===== config.mk =====
export PLATFORM = sky130hd
export DESIGN_NAME = stream_fifo
export DESIGN_NICKNAME = d
export VERILOG_FILES = /design/src/rtl/stream_fifo.sv
export SDC_FILE = /design/constraint.sdc
export NUM_CORES = 1
export LEC_CHECK = 0
export ABC_AREA = 1
export BUFFER_PORTS_ARGS = -buffer_cell sky130_fd_sc_hd__buf_2
export CELL_PAD_IN_SITES_DETAIL_PLACEMENT = 1
export CELL_PAD_IN_SITES_GLOBAL_PLACEMENT = 1
export CORE_ASPECT_RATIO = 1.5
export CORE_UTILIZATION = 48
export DETAILED_ROUTE_END_ITERATION = 8
export HOLD_SLACK_MARGIN = 0.12
export PLACE_DENSITY = 0.93
export SETUP_SLACK_MARGIN = 0.3
export SYNTH_ARGS = -nofsm -noshare
export SYNTH_HDL_FRONTEND = slang
export SYNTH_SLANG_ARGS = --single-unit

===== constraint.sdc =====
create_clock -name clk -period 3.1 [get_ports clk]
set_clock_uncertainty 0.2 [all_clocks]
set_input_delay 0.62 -clock clk [delete_from_list [all_inputs] [get_ports clk]]
set_output_delay 0.62 -clock clk [all_outputs]
set_load 0.02 [all_outputs]

===== src/rtl/stream_fifo.sv =====
// Synchronous valid/ready stream FIFO with registered outputs and no bypass path.
// Define STREAM_FIFO_COUNT_EN to expose the occupancy on the count port.
module stream_fifo #(
    parameter int unsigned WIDTH = 8,
    parameter int unsigned DEPTH = 4
) (
    input  logic                   clk,
    input  logic                   rst,
    input  logic [WIDTH-1:0]       in,
    input  logic                   in_valid,
    output logic                   in_ready,
    output logic [WIDTH-1:0]       out,
    output logic                   out_valid,
    input  logic                   out_ready
`ifdef STREAM_FIFO_COUNT_EN
    ,
    output logic [$clog2(DEPTH):0] count
`endif
);

    localparam int unsigned PtrW = $clog2(DEPTH);
    localparam int unsigned CntW = PtrW + 1;

    localparam logic [PtrW-1:0] PtrOne  = PtrW'(1);
    localparam logic [CntW-1:0] CntOne  = CntW'(1);
    localparam logic [CntW-1:0] CntZero = '0;
    localparam logic [CntW-1:0] CntFull = CntW'(DEPTH);

    logic [WIDTH-1:0] mem_q [DEPTH];

    logic [PtrW-1:0] wr_ptr_q, wr_ptr_d;
    logic [PtrW-1:0] rd_ptr_q, rd_ptr_d;
    logic [CntW-1:0] occ_q, occ_d;

    logic push;
    logic pop;

    // Handshake flags depend only on registered occupancy, never on the peer's inputs.
    assign in_ready  = (occ_q != CntFull);
    assign out_valid = (occ_q != CntZero);
    assign out       = mem_q[rd_ptr_q];

    assign push = in_valid && in_ready;
    assign pop  = out_valid && out_ready;

    always_comb begin
        wr_ptr_d = wr_ptr_q;
        rd_ptr_d = rd_ptr_q;
        occ_d    = occ_q;
        if (push) begin
            wr_ptr_d = wr_ptr_q + PtrOne;
        end
        if (pop) begin
            rd_ptr_d = rd_ptr_q + PtrOne;
        end
        case ({push, pop})
            2'b10:   occ_d = occ_q + CntOne;
            2'b01:   occ_d = occ_q - CntOne;
            default: occ_d = occ_q;
        endcase
    end

    always_ff @(posedge clk or posedge rst) begin
        if (rst) begin
            wr_ptr_q <= '0;
            rd_ptr_q <= '0;
            occ_q    <= '0;
        end else begin
            wr_ptr_q <= wr_ptr_d;
            rd_ptr_q <= rd_ptr_d;
            occ_q    <= occ_d;
        end
    end

    // Storage is deliberately not reset; its contents are ignored while empty.
    always_ff @(posedge clk) begin
        if (push) begin
            mem_q[wr_ptr_q] <= in;
        end
    end

`ifdef STREAM_FIFO_COUNT_EN
    assign count = occ_q;
`endif

endmodule

; ---- Word level (Yosys, flattened, before mapping)
; Memories as Yosys holds them, arrays and structs flattened.
; Index checks and enable logic that the tools add are counted.
[word_totals]
register_bits = 7
latchBits = 0
ramBits = 32
romBits = 0
input_bits = 12
output_inout_bits = 10
wordCells = 18
n_memories = 1
[memory_table]
columns = memory, depth, width, rd, rd_clocked_by_memory_dff, write_ports, line_no
row1 = mem_q, 4, 8, 1, 0, 1, 29  ; logic [WIDTH-1:0] mem_q [DEPTH];
[classes]
add_sub_neg = 4
n_mul = 0
n_div = 0
order_cmp = 0
n_eq_ne = 3
n_shift = 0
mux = 3
bitwise = 0
n_reduce_logical = 4
[op_table]
columns = cell, count
row1 = 3-bit case mux with 2 select lines, 1
row2 = 2-bit by 1-bit adder with 2-bit output (second input constant), 2
row3 = 3-bit by 1-bit adder with 3-bit output (second input constant), 1
row4 = 3-bit != test (second input constant), 1
row5 = 3-bit nonzero test, 1
row6 = 3-bit by 1-bit subtractor with 3-bit output (second input constant), 1
row7 = 2-bit by 1-bit equality test with 1-bit output (second input constant), 1
row8 = 2-bit equality test (second input constant), 1
row9 = 1-bit logical AND, 2
row10 = 1-bit two-way mux, 2
row11 = 2-bit nonzero test, 1

; ---- Longest topological paths before layout
; Gate-level depths: netlist of run 1.
[logic_depth]
word_depth = 4
mapped_depth = 12
mapped_depth_nobuf = 12

; ---- Worst setup path before layout of run 1
; No wires, ideal clock.
[synth_path]
path_kind = reg2reg
startpoint = register occ_q[0]
endpoint = register occ_q[1]
setup_time_ns = 0.083
arrival_ns = 1.646
required_time_ns = 2.817
path_slack_ns = 1.171
stages_incl_launch_ff = 9
n_path_buf = 0
period_less_slack_ns = 1.929
cell_sequence = dfrtp_1 inv_1 nand3_2 nand2_1 inv_1 ha_1 inv_1 fa_1 o21ai_0
[synth_via]
elab_chain_cells = 4
word_cells_on_any_way = 10
classes_between = add/sub (2) / eq/ne (3) / mux (1) / reduce/logical (4)
[synth_rtl]
columns = item, line_no
row1 = "start, declared", 33  ; logic [CntW-1:0] occ_q, occ_d;
row2 = "start signal, assigned", 67  ; occ_q <= '0;
row3 = "start signal, assigned", 71  ; occ_q <= occ_d;
row4 = 3-bit nonzero test *, 40  ; assign out_valid = (occ_q != CntZero);
row5 = via out_valid, 13  ; output logic out_valid,
row6 = 1-bit logical AND *, 44  ; assign pop = out_valid && out_ready;
row7 = via pop, 36  ; logic pop;
row8 = 2-bit by 1-bit equality test with 1-bit output or 2-bit equality test (tied branches), 56  ; case ({push, pop})
row9 = 3-bit case mux with 2 select lines or 2-bit nonzero test (tied branches), n/a
; Mark *: on every way through the listed nets, which the timed path passes. The rest lies on a longest branch.
; A chain may end at the register's enable or synchronous reset.

; ---- Worst setup path in the final report of run 1
[layout_path]
startpoint = register rd_ptr_q[0]
endpoint = output out[5]
[layout_via]
elab_chain_cells = 1
[layout_rtl]
columns = item, line_no
row1 = "start, declared", 32  ; logic [PtrW-1:0] rd_ptr_q, rd_ptr_d;
row2 = "start signal, assigned", 70  ; rd_ptr_q <= rd_ptr_d;
row3 = memory 4 x 8 bit, n/a
row4 = "end, declared", 12  ; output logic [WIDTH-1:0] out,
; No other way between the ends.

==> results.json, run 1 <==
{
  "layout.nets": 196,
  "layout_commonest_cell": "nand2_1",
  "worst-slew-pin-transition_ns": 0.808,
  "grt_max_degree": 34,
  "drive_gt1_share_pct": 18.4,
  "totalPowerFinal_mw": 1.88,
  "h-tree-depth": 2,
  "wl_per_cell_um": 14.8,
  "clk_latency_ns": 0.29,
  "ys_warn_count": 0,
  "cts_sinks": 39,
  "drt-pass1-iter-count": 4,
  "cap_violations": 0,
  "cp.required_ns": 2.28,
  "io_buffer_count": 21,
  "placeableCoreArea_sq_um": 3450,
  "yosys-top-cells-area": "edfxtp_1, dfrtp_1, nand2_1",
  "antenna_found_initial": 0,
  "viasPerCell": 5.00,
  "cts_buffers": 5,
  "area_growth_pct": 12.3,
  "start_util_pct": 50.9,
  "drt-initial-drc-count": 17,
  "place_congestion": 0.778,
  "die_x_um": 51.4,
  "grt_pass1_vias": 1179,
  "finalSetupViolCount": 0,
  "period_share_pct": 77.8,
  "slew_violations": 0,
  "avgSynthCellArea_sq_um": 11.5,
  "drc": 0,
  "relSlewSlack_pct": 45.9,
  "io_pins": 22,
  "synth_area_sq_um": 1760,
  "crit_top_cell": "nand2_1",
  "ys_ff_latch": 39,
  "ys_types": 19,
  "critical_path.max_stage_delay_ns": 0.41,
  "period_minus_slack_ns": 2.41,
  "dieArea_sq_um": 3910,
  "path_clk_slew_ns": 0.07,
  "synth-seq-area-share_pct": 64.7,
  "post_cts_buffers": 0,
  "synth_top_area_cell": "edfxtp_1",
  "p_per_area_nw_per_um2": 953,
  "rsz0062_at_grt": "false",
  "crit_path_end_kind": "output pin",
  "overflow": 0,
  "critPathKind": "reg -> out",
  "dp_hpwl_mm": 2.44,
  "critPathArrivalTime_ns": 1.59,
  "die_h_um": 76.1,
  "crit_chain": "inv_2 > nand2_1 > o211ai_1 > nand2_1 > buf_2",
  "cts_buffer_depth": 2,
  "synth_top_area_share_pct": 54.7,
  "cts_tree": "built",
  "critical_path.max_fanout": 33,
  "p_leak_nw": 0.883,
  "vias": 1105,
  "antenna_cells": 0,
  "grt_usage_pct": 19.3,
  "root_buffer": "clkbuf_8",
  "final_cell_mix": "nand2_1, edfxtp_1, inv_1",
  "crit_slowest_cell": "dfrtp_1",
  "finalSetupTns_ns": 0,
  "min_path_type": "reg -> reg",
  "cts_resized": 0,
  "hold_viol": 0,
  "grt_pass1_wl_mm": 5.28,
  "n_fill_cell": 400,
  "status": "finished, final reports clean",
  "ant_nets": 0,
  "drt_wl_total_mm": 3.28,
  "synth_nets": 171,
  "timing.fmax_mhz": 414,
  "syn_inst": 153,
  "rows": 26,
  "ir_worst_vdd_uv": 693,
  "startpoint_type": "flip-flop"
}
==> metal layers <==
| metal | GRT usage (%) | wire length (um) | vias up |
|---|---|---|---|
| met1 | 18.3 | 1200 | 530 |
| li1 | - | - | 550 |
| met4 | 8.11 | 29 | 0 |
| met5 | 0 | 0 | - |
| met3 | 5.19 | 102 | 2 |
| met2 | 36.4 | 1940 | 23 |
==> sequential cells by signal (all words and copies together), names as in the netlist <==
name,flops
wr_ptr_q,2
occ_q,3
rd_ptr_q,2
mem_q,32
==> metrics by stage <==
stage / instance area, sq um / cells / setup WS [ns] / hold slack (ns) / util [%]
floorplan: 1760 / 153 / 1.17 / 0.223 / -
global placement: 1870 / 212 / 1.09 / 0.265 / 54.2
detailed placement: 1870 / 212 / 1.00 / 0.271 / 54.2
CTS: 1970 / 221 / 0.679 / 0.282 / 57.1
global route: 1970 / 221 / 0.569 / 0.311 / 57.1
finish: 1970 / 221 / 0.687 / 0.281 / 57.1
==> kinds of logic (layout without fill, tap and decap cells) <==
family / Yosys count / after routing / share of synthesized area [%]
AO/OA/AOI/OAI: 17 / 17 / 7.13
AND/OR/NAND/NOR: 53 / 53 / 13.4
buffers and inverters: 37 / 63 / 9.55
XOR/XNOR: 1 / 1 / 0.499
adder cells (fa/ha/maj): 6 / 6 / 4.70
flip-flops: 39 / 39 / 64.7
==> final cells by class <==
class / instances / area [sq um] / area share (%)
flip-flops and latches: 39 / 1140 / 57.7
inverters: 33 / 124 / 6.29
repair buffers: 22 / 115 / 5.84
multi-input cells: 77 / 452 / 22.9
well taps: 42 / 52.6 / 2.67
clock inverters: 1 / 5.00 / 0.254
clock buffers: 7 / 86.3 / 4.38
==> synthesized netlist by cell type, drive strengths merged <==
library cell  count
xnor2             1
o211ai           16
nand4             1
fa                1
clkbuf            1
ha                5
nand2            41
dfrtp             7
nand3             7
nor2              4
inv              33
edfxtp           32
o21ai             1
buf               3
==> report_power, final <==
group	switching [mW]	internal (mW)
Combinational	0.518	0.240
Clock	0.155	0.179
Sequential	0.0788	0.707
Total	0.752	1.13
==> path summary, 6_finish.rpt <==
check	start	end	slack, ns	cells after the start
max in group asynchronous	rst	rd_ptr_q[1]	1.87	3
worst min-delay path	occ_q[0]	occ_q[0]	0.28	1
min in group asynchronous	rst	wr_ptr_q[1]	0.61	3
worst min register to register	occ_q[0]	occ_q[0]	0.28	1
worst max-delay path	rd_ptr_q[0]	out[5]	0.69	5
worst max register to register	occ_q[0]	occ_q[2]	1.07	10
==> worst max-delay path: cells and delay by family (launching register included) <==
kind	cells	cell delay [ns]
AO/OA/AOI/OAI	1	0.13
flip-flops	1	0.41
buffers and inverters	2	0.56
AND/OR/NAND/NOR	2	0.20
==> what timing repair did <==
| item | 4_1_cts | 5_1_grt |
|---|---|---|
| endpoints found under the hold margin | 7 | 0 |
| hold buffers | 1 | 0 |
| setup endpoints to repair | 0 | 0 |
No activity file was read; power rests on OpenSTA's default activity.
==> run 2: changes to the inputs <==
--- a/config.mk
+++ b/config.mk
@@ -10,10 +10,10 @@
 export CELL_PAD_IN_SITES_DETAIL_PLACEMENT = 1
 export CELL_PAD_IN_SITES_GLOBAL_PLACEMENT = 1
 export CORE_ASPECT_RATIO = 1.5
-export CORE_UTILIZATION = 48
+export CORE_UTILIZATION = 41
 export DETAILED_ROUTE_END_ITERATION = 8
 export HOLD_SLACK_MARGIN = 0.12
-export PLACE_DENSITY = 0.93
+export PLACE_DENSITY = 0.86
 export SETUP_SLACK_MARGIN = 0.3
 export SYNTH_ARGS = -nofsm -noshare
 export SYNTH_HDL_FRONTEND = slang
==> constraint.sdc (replaced) <==
create_clock -name clk -period 2.14 [get_ports clk]
set_clock_uncertainty 0.2 [all_clocks]
set_input_delay 0.428 -clock clk [delete_from_list [all_inputs] [get_ports clk]]
set_output_delay 0.428 -clock clk [all_outputs]
set_load 0.02 [all_outputs]
==> results.json, run 2 (same netlist as run 1, synthesis figures left out) <==
{
  "status": "finished, final reports clean",
  "crit_family": "flip-flops",
  "hold_viol": 0,
  "cts_buffer_depth": 2,
  "grt_max_degree": 18,
  "finalSetupViolCount": 0,
  "regMostFlops": "mem_q",
  "area_growth_pct": 25.9,
  "drive_gt1_share_pct": 35.8,
  "grt_pass1_vias": 1382,
  "critical_path.max_fanout": 16,
  "die_h_um": 82.1,
  "place_congestion": 0.760,
  "cts_sinks": 39,
  "dp_hpwl_mm": 2.78,
  "crit_path_end_kind": "output pin",
  "r2r_end": "occ_q[2]",
  "period_minus_slack_ns": 1.95,
  "ant_nets": 0,
  "io_pins": 22,
  "p_leak_nw": 0.997,
  "wl_per_cell_um": 17.3,
  "die_x_um": 55.4,
  "critical_path.max_stage_delay_ns": 0.49,
  "grt_pass1_wl_mm": 6.64,
  "placeableCoreArea_sq_um": 4030,
  "p_per_area_nw_per_um2": 1450,
  "rsz0062_at_grt": "true",
  "crit_chain": "inv_6 > o211ai_1 > nand2_1 > buf_2",
  "vias": 1253,
  "cts_buffers": 5,
  "drt-pass1-iter-count": 4,
  "endpoint": "out[3]",
  "ir_worst_vdd_uv": 835,
  "fin_hold_ws_ns": 0.160,
  "h-tree-depth": 2,
  "io_buffer_count": 21,
  "rows": 28,
  "clk_latency_ns": 0.29,
  "dieArea_sq_um": 4550,
  "grt_usage_pct": 20.3,
  "root_buffer": "clkbuf_8",
  "critPathLaunch": "rd_ptr_q[0]",
  "layout_commonest_cell": "nand2_1",
  "largest_reg_flops": 32,
  "min_path_type": "in -> reg",
  "critPathArrivalTime_ns": 1.32,
  "slew_violations": 0,
  "crit_slowest_cell": "dfrtp_2",
  "critPathKind": "reg -> out",
  "path_clk_slew_ns": 0.07,
  "period_share_pct": 91.1,
  "worstRegToRegCells": 10,
  "startpoint_type": "flip-flop",
  "worst-slew-pin-transition_ns": 0.310,
  "final_cell_mix": "nand2_1, edfxtp_1, inv_1",
  "cp_num_cells": 4,
  "path_buf_inv": 2,
  "cts_tree": "built",
  "viasPerCell": 5.03,
  "antenna_cells": 0,
  "timing.fmax_mhz": 513,
  "relSlewSlack_pct": 79.3,
  "biggestRegsByFlops": "mem_q x32, occ_q x3",
  "layout.nets": 221,
  "antenna_found_initial": 0,
  "r2r-start": "occ_q[0]",
  "drc": 0,
  "start_util_pct": 43.6,
  "cap_violations": 0,
  "drt-initial-drc-count": 25,
  "cp.required_ns": 1.51,
  "finalSetupTns_ns": 0,
  "ff2ff_setup_slack_ns": 0.24,
  "overflow": 0,
  "drt_wl_total_mm": 4.31
}
run 2: cell types whose count changed in the layout (fill, tap and decap cells not counted), sizes merged:
cell / change
buf: +24
inv: +1
run 2: metrics by stage:
stage | area [sq um] | total power, mW | instances | util, % | setup WS [ns]
after floorplan | 1780 | 2.02 | 153 | - | 0.306
after global placement | 1930 | 2.23 | 219 | 47.8 | 0.319
after detailed placement | 1930 | 2.36 | 219 | 47.8 | 0.218
after CTS | 2120 | 3.04 | 239 | 52.6 | 0.175
after global routing | 2210 | 3.40 | 249 | 54.9 | 0.120
final | 2210 | 3.20 | 249 | 54.9 | 0.190
run 2: report_power, final:
part	internal, mW	switching, mW	leakage, nW
sequential	1.03	0.129	0.375
combinational	0.640	0.931	0.579
clock	0.228	0.241	0.0422
total	1.90	1.30	0.997
run 2: final cells by class:
| type | instances | area, sq um |
|---|---|---|
| fillers | 443 | 1820 |
| flip-flops and latches | 39 | 1140 |
| multi-input cells | 77 | 493 |
| repair buffers | 46 | 299 |
| inverters | 33 | 134 |
| clock buffers | 7 | 76.3 |
| well taps | 45 | 56.3 |
| repair inverters | 1 | 8.76 |
| clock inverters | 1 | 5.00 |
run 2: worst min path at each step:
stage,cells after the start,slack (ns),to,start
3_5_place_dp,2,0.19,rd_ptr_q[1],rst
5_1_grt,1,0.15,mem_q[2][4],in[4]
6_report,1,0.16,mem_q[2][4],in[4]
2_1_floorplan,1,0.03,occ_q[0],rst
3_3_place_gp,2,0.16,wr_ptr_q[1],rst
4_1_cts,1,0.15,mem_q[1][4],in[4]
run 2: repair_timing:
| action | in CTS | in global routing |
|---|---|---|
| setup endpoints to repair | 10 | 10 |
| gates resized for setup | 13 | 6 |
| cloned | 1 | 0 |
| hold buffers | 1 | 0 |
| hold endpoints to repair | 7 | 0 |
| setup buffers | 10 | 10 |
| pin swaps | 6 | 7 |
run 2: layer usage:
metal / vias to the layer above / track usage (%) / wire length (um)
met5: - / 0 / 0
met4: 0 / 8.50 / 98
met3: 10 / 4.83 / 125
met2: 26 / 42.3 / 2590
met1: 615 / 18.2 / 1500
li1: 602 / - / -
